<file path="src/rtl/irq_controller_n.sv">
// Banked interrupt aggregator: NUM_IRQ active-low requests -> registered irqb_master, with vector and EOI.
// Optional macro IRQ_CTRL_SYNC_EN inserts a 2-flop synchroniser on every irqb_in bit.
module irq_controller_n #(
   parameter int NUM_IRQ = 16
) (
   input  logic               clk,
   input  logic               resetb,
   input  logic               cs,
   input  logic               rwb,
   input  logic [2:0]         addr,
   input  logic [7:0]         i_data,
   output logic [7:0]         o_data,
   input  logic [NUM_IRQ-1:0] irqb_in,
   output logic               irqb_master
);

   localparam int NUM_BANKS = (NUM_IRQ + 7) / 8;

   localparam logic [2:0] A_VECTOR  = 3'd0;
   localparam logic [2:0] A_BANK    = 3'd1;
   localparam logic [2:0] A_ENABLE  = 3'd2;
   localparam logic [2:0] A_PENDING = 3'd3;
   localparam logic [2:0] A_MODE    = 3'd4;
   localparam logic [2:0] A_RAW     = 3'd5;
   localparam logic [2:0] A_EOI     = 3'd6;

   logic [NUM_IRQ-1:0] irq_s;
   logic [NUM_IRQ-1:0] raw;
   logic [NUM_IRQ-1:0] prev_sample;
   logic [NUM_IRQ-1:0] enable;
   logic [NUM_IRQ-1:0] mode;
   logic [NUM_IRQ-1:0] pending;
   logic [NUM_IRQ-1:0] pending_nxt;
   logic [NUM_IRQ-1:0] active;
   logic [NUM_IRQ-1:0] fall;
   logic [NUM_IRQ-1:0] sel;
   logic [NUM_IRQ-1:0] wdata;
   logic [NUM_IRQ-1:0] eoi_hit;
   logic [NUM_IRQ-1:0] clr;
   logic [2:0]         bank;
   logic [5:0]         bank_base;
   logic [5:0]         vec_idx;
   logic               bank_ok;
   logic               wr_en;
   logic [63:0]        en_pad;
   logic [63:0]        mode_pad;
   logic [63:0]        pend_pad;
   logic [63:0]        raw_pad;

`ifdef IRQ_CTRL_SYNC_EN
   logic [NUM_IRQ-1:0] sync_1;
   logic [NUM_IRQ-1:0] sync_2;

   always_ff @(posedge clk) begin
      if (!resetb) begin
         sync_1 <= '1;
         sync_2 <= '1;
      end else begin
         sync_1 <= irqb_in;
         sync_2 <= sync_1;
      end
   end

   assign irq_s = sync_2;
`else
   assign irq_s = irqb_in;
`endif

   assign wr_en     = cs & ~rwb;
   assign bank_ok   = int'({29'd0, bank}) < NUM_BANKS;
   assign bank_base = {bank, 3'b000};
   assign raw       = ~irq_s;

   always_comb begin
      sel     = '0;
      wdata   = '0;
      eoi_hit = '0;
      for (int i = 0; i < NUM_IRQ; i++) begin
         sel[i]     = bank_ok && ((i / 8) == int'({29'd0, bank}));
         wdata[i]   = i_data[i % 8];
         eoi_hit[i] = wr_en && (addr == A_EOI) && (int'({26'd0, i_data[5:0]}) == i);
      end
   end

   // Clears only matter for edge channels; a fresh edge in the same cycle wins over a clear.
   assign clr         = ({NUM_IRQ{wr_en && (addr == A_PENDING)}} & sel & wdata) | eoi_hit;
   assign fall        = prev_sample & ~irq_s;
   assign pending_nxt = (mode & (fall | (pending & ~clr))) | (~mode & raw);
   assign active      = pending & enable;

   always_ff @(posedge clk) begin
      if (!resetb) begin
         enable      <= '0;
         mode        <= '0;
         pending     <= '0;
         bank        <= '0;
         prev_sample <= '1;
         irqb_master <= 1'b1;
      end else begin
         prev_sample <= irq_s;
         pending     <= pending_nxt;
         irqb_master <= ~|active;
         if (wr_en && (addr == A_BANK))
            bank <= i_data[2:0];
         if (wr_en && (addr == A_ENABLE))
            enable <= (enable & ~sel) | (wdata & sel);
         if (wr_en && (addr == A_MODE))
            mode <= (mode & ~sel) | (wdata & sel);
      end
   end

   always_comb begin
      vec_idx = '0;
      for (int i = NUM_IRQ - 1; i >= 0; i--)
         if (active[i])
            vec_idx = 6'(i);
   end

   // Zero-padded to 64 so any bank slice stays in range; unused channels read 0.
   assign en_pad   = 64'(enable);
   assign mode_pad = 64'(mode);
   assign pend_pad = 64'(pending);
   assign raw_pad  = 64'(raw);

   always_comb begin
      o_data = 8'h00;
      case (addr)
         A_VECTOR:  o_data = (|active) ? {2'b00, vec_idx} : 8'h80;
         A_BANK:    o_data = {5'd0, bank};
         A_ENABLE:  if (bank_ok) o_data = en_pad[bank_base +: 8];
         A_PENDING: if (bank_ok) o_data = pend_pad[bank_base +: 8];
         A_MODE:    if (bank_ok) o_data = mode_pad[bank_base +: 8];
         A_RAW:     if (bank_ok) o_data = raw_pad[bank_base +: 8];
         default:   o_data = 8'h00;
      endcase
   end

endmodule
</file>
<file path="config.mk">
export PLATFORM = sky130hd
export DESIGN_NAME = irq_controller_n
export DESIGN_NICKNAME = d
export VERILOG_FILES = /design/src/rtl/irq_controller_n.sv
export SDC_FILE = /design/constraint.sdc
export NUM_CORES = 1
export LEC_CHECK = 0
export BUFFER_PORTS_ARGS = -buffer_cell sky130_fd_sc_hd__buf_4
export CORE_MARGIN = 4
export CORE_UTILIZATION = 44
export CTS_CLUSTER_DIAMETER = 80
export DETAILED_ROUTE_END_ITERATION = 10
export PLACE_DENSITY = 0.74
export SLEW_MARGIN = 20
export SYNTH_ARGS = -nofsm -noshare
export SYNTH_HDL_FRONTEND = slang
export SYNTH_SLANG_ARGS = --single-unit
</file>
<file path="constraint.sdc">
create_clock -name clk -period 1.6 [get_ports clk]
set_input_delay 0.16 -clock clk [delete_from_list [all_inputs] [get_ports clk]]
set_output_delay 0.16 -clock clk [all_outputs]
set_load 0.005 [all_outputs]
</file>
-- After elaboration in Yosys (flattened, before gate mapping)
Cells that the tools add are included.
- bitwise gates (word level): 21
- reductions and logical operators: 28
- shift operators: 4
- order comparisons: 1
- add/sub/neg operators: 0
- divide/modulo/power cells: 0
- muxes and demuxes: 22
- equal/unequal tests: 22
- multipliers: 0
- operators by type and width (cell ; count):
    64-bit by 7-bit indexed part select with 8-bit output ; 4
    16-bit AND ; 10
    6-bit two-way mux ; 15
    16-bit bitwise OR ; 5
    16-bit NOT ; 4
    6-bit by 5-bit equality test with 1-bit output (second input constant) ; 8
    8-bit one-hot mux with 6 select lines ; 1
    8-bit two-way mux ; 5
    6-bit by 4-bit equality test with 1-bit output (second input constant) ; 4
    1-bit logical AND ; 23
    16-bit OR reduction ; 1
    6-bit by 3-bit equality test with 1-bit output (second input constant) ; 2
    3-bit equality test (second input constant) ; 3
    3-bit by 2-bit equality test with 1-bit output (second input constant) ; 2
    6-bit by 2-bit equality test with 1-bit output (second input constant) ; 1
    3-bit zero test ; 2
    6-bit zero test ; 1
    4-bit two-way mux ; 1
    2-bit by 3-bit equality test with 1-bit output (first input constant) ; 1
    3-bit by 1-bit equality test with 1-bit output (second input constant) ; 1
    3-bit by 2-bit < comparator with 1-bit output (second input constant) ; 1
    1-bit AND ; 1
    1-bit zero test ; 1
    1-bit NOT ; 1
- logic and storage cells: 104
- bits of input ports: 31
- memory bits (read-only): 0
- bits in latches: 0
- output and inout port bits: 9
- register bits: 68
- memories kept: 0
- memory bits (writable): 0

-- Longest topological paths before layout
- depth in word-level cells: 19
- mapped depth: 7
- gate-level depth less buffers: 5

-- Worst setup path before layout
Ideal clock, no wire load.
- path type: reg-to-output
- start point: register bank[0]
- end point: output port o_data[7]
- arrival time: 1.268 ns
- required time: 1.440 ns
- cell stages (with the launch flop): 7
- buffers on the path: 2
- slack: 0.172 ns
- cells stage by stage: dfxtp_1 > buf_4 > buf_4 > mux2i_1 > o22ai_1 > o31ai_1 > o41ai_1
- word-level cells in the longest chain between the ends: 3
- elaborated cells on any way between the ends: 10
- those cells by class: order compare (1); shift (4); mux (5)
- ends and longest elaborated chain (item ; RTL line ; RTL):
    from (decl) ; 40 ; logic [2:0] bank;
    from (signal assigned) ; 104 ; bank <= i_data[2:0];
    64-bit by 7-bit indexed part select with 8-bit output, or another cell as far along ; 133 ; A_RAW: if (bank_ok) o_data = raw_pad[bank_base +: 8];
    8-bit two-way mux, on equally long branches ; n/a ;
    8-bit one-hot mux with 6 select lines * ; 127 ; case (addr)
    to (decl) ; 12 ; output logic [7:0] o_data,
Mark *: on every way between the ends. The rest lies on a longest branch, timed or not.

-- Worst setup path in the final report
- start point: register pending[14]
- end point: output port o_data[7]
- word-level cells in the longest chain between the ends: 4
- ends and longest elaborated chain (item ; RTL line ; RTL):
    from (decl) ; 32 ; logic [NUM_IRQ-1:0] pending;
    from (signal assigned) ; 101 ; pending <= pending_nxt;
    16-bit AND ; 89 ; assign active = pending & enable;
    16-bit OR reduction ; 128 ; A_VECTOR: o_data = (|active) ? {2'b00, vec_idx} : 8'h80;
    8-bit two-way mux ; 128 ;
    8-bit one-hot mux with 6 select lines ; 127 ;
No other way between the ends.

==> impl_metrics.toml <==
[sta]
max_freq_mhz = 490.4
slew_violations = 0
timing.final.ws_setup_ns = -0.4392
tightest_slew_ns = 0.6737
hold_viol_final = 0
finClkSkew_ns = 0.01160
rsz0062_at_grt = "true"
setup_tns_ns = -2.976
finalCriticalPeriod_ns = 2.039
fin_crit_sh_pct = 127.4
setup_viol = 9
whs_ns = 0.02296
slew-limit-headroom_pct = 54.74

[worst_setup_path]
crit_path_start_kind = "flip-flop"
crit_required_ns = 1.44
worstRegToRegCells = 6
critical_path.top_delay_family = "compound AO/OA/AOI/OAI gates"
cp_max_fo = 3
worst-setup-path-type = "reg -> out"
critical-path-max-stage-delay_ns = 0.34
timing.critical_path.buf_inv = 1
r2r_start = "bank[0]"
cp_slowest_cell = "dfxtp_2"
end_kind = "primary output"
critPathArrivalTime_ns = 1.88
path_cells = "a22o_1 -> nand2b_4 -> nor2_4 -> nand4_1 -> o41ai_4 -> buf_4"
r2r_slack_ns = -0.02

[global_routing]
antenna_found_initial = 0
overflow = 0
globalRouteTotalUtil_pct = 24.67
grt_max_degree = 28
grt_pass1_vias = 3572
grt_pass1_wl_mm = 19.13

[route]
routed_via_density = 5.796
drt_iter0_drc = 229
drc = 0
dr_total_vias = 3605
wirelength_mm = 12.30
drtAntennaViolNets = 0
post_drt_wl_per_cell_um = 19.78
first_pass_iters = 5

[die]
fp.dieW_um = 100.3
core_mm2 = 0.008258
initial_utilization_pct = 45.41
fp-row-count = 33
die_h_um = 100.3
ios = 40
die-area_mm2 = 0.01006

[clocking]
clk_latency_ns = 0.36
tritoncts = "yes"
cts_hold_buffers = 0
cts_buffer_depth = 2
root_buffer = "clkbuf_8"
cts-buffers-inserted = 9
path_clk_slew_ns = 0.09
clock_sinks = 68
h-tree-depth = 3

[pwr]
ir_drop_mv = 0.5162
p_comb_share_pct = 13.2
finalPower_mw = 3.784
internal-power_mw = 2.739
seq_power_share_pct = 46.8
power_density_mw_per_mm2 = 717.8
swShare_pct = 27.60
power_leakage_nw = 2.091
p_clk_share_pct = 40.0
power_switching_mw = 1.044

[layout]
stdcell_count = 622
layout_common_cells = "buf_4, dfxtp_1, mux2i_1"
final_common_cell = "buf_4"
area_growth_pct = 40.57
nets = 543
n_antenna_cell = 0
drive_gt1_share_pct = 39.85

[logic_synthesis]
synthCells = 397
synth_ff_type = "dfxtp_1"
avgSynthCellArea_um2 = 9.445
synth-seq-cells = 68
yosysWarnings = 0
synth-edff-count = 0
netlist_area_mm2 = 0.003750
ys_seq_area_share_pct = 36.30
syn_nets = 428
ys_types = 49
async_reset_ff_share_pct = 0

[placed_design]
place_ws_ns = -0.2237
dpl.cell_count = 593
port_buffers = 39
hpwl_mm = 9.078
gp_congestion = 0.9376

[hold_path]
worstHoldPathCells = 2
hp-class = "in -> reg"
holdPathEnd = "prev_sample[2]"
hp-start = "irqb_in[2]"

[outcome]
status = "finished with violations"
violations = "setup timing"

[flow_run]
cap_violations = 0
## power groups by stage
stage / registers (mW) / logic (mW) / clock network [mW]
6_report: 1.77 / 0.498 / 1.51
5_1_grt: 1.78 / 0.529 / 1.59
2_1_floorplan: 1.81 / 0.215 / 0
3_5_place_dp: 1.81 / 0.447 / 0
4_1_cts: 1.77 / 0.476 / 1.52
3_3_place_gp: 1.81 / 0.443 / 0
## layer usage
| layer | share of wire (%) | vias up | global-route usage [%] |
|---|---|---|---|
| li1 | - | 1685 | - |
| met1 | 44 | 1748 | 32.79 |
| met2 | 47 | 142 | 40.37 |
| met3 | 6.4 | 30 | 4.656 |
| met4 | 3.0 | 0 | 7.979 |
| met5 | 0 | - | 0 |
## final cells by class
cell class	instances	area, µm²
Fill cell	700	2987
Inverter	5	18.77
Tap cell	105	131.4
Clock inverter	7	82.58
Multi-Input combinational cell	298	2385
Clock buffer	9	123.9
Sequential cell	68	1375
Timing Repair Buffer	130	1155
## what timing repair did
action	CTS	global route
endpoints found under the setup margin	10	26
cloned	0	0
endpoints found under the hold margin	0	0
buffers inserted	10	4
gates resized for setup	45	18
pin swaps	17	19
## cell families after synthesis
kind of cell,Yosys count,share of synthesized area (%)
AO/OA/AOI/OAI,81,17.18
buffers and inverters,31,5.138
multiplexers,61,16.35
AND/OR/NAND/NOR,156,25.03
flip-flops,68,36.30
## Yosys cell counts, types with 2 or more instances
cell / n / area [µm²]
a221o_1: 17 / 170.2
nand2_1: 22 / 82.58
a211oi_1: 5 / 37.54
nor2b_1: 51 / 319.1
and2_1: 2 / 12.51
nor2b_4: 2 / 27.53
a22oi_1: 5 / 37.54
nor2_1: 16 / 60.06
nor3b_2: 2 / 25.02
o22ai_1: 10 / 62.56
mux2i_1: 59 / 590.6
mux2_2: 2 / 22.52
dfxtp_1: 68 / 1361
buf_4: 6 / 45.04
a21boi_1: 2 / 15.01
nor4_1: 2 / 12.51
nor3_1: 3 / 15.01
a21oi_1: 3 / 15.01
nand4_1: 2 / 12.51
nand3b_1: 5 / 37.54
nand2b_1: 18 / 112.6
a32oi_1: 3 / 26.28
nand2_2: 2 / 12.51
o21ai_2: 8 / 70.07
o21ai_0: 13 / 65.06
inv_1: 5 / 18.77
buf_6: 6 / 67.56
o211ai_1: 4 / 30.03
nand3_1: 21 / 105.1
a21boi_0: 2 / 15.01
clkbuf_1: 7 / 26.28
buf_2: 7 / 35.03
## how the worst max path moves through the flow
stage	start	end	slack, ns	cells past startpoint
2_1_floorplan	bank[0]	o_data[7]	0.17	6
3_3_place_gp	bank[1]	o_data[7]	-0.22	6
3_5_place_dp	pending[14]	o_data[7]	-0.22	6
4_1_cts	flip-flop	o_data[7]	-0.49	6
5_1_grt	pending[14]	o_data[7]	-0.50	6
6_report	pending[14]	o_data[7]	-0.44	6
## metrics by stage
| stage | cell area (µm²) | utilization (%) |
|---|---|---|
| floorplan | 3750 | - |
| global placement | 4700 | 56.91 |
| detailed placement | 4700 | 56.91 |
| CTS | 5156 | 62.44 |
| global route | 5271 | 63.83 |
| finish | 5271 | 63.83 |
Note: power is estimated with default switching activity, not from simulation.
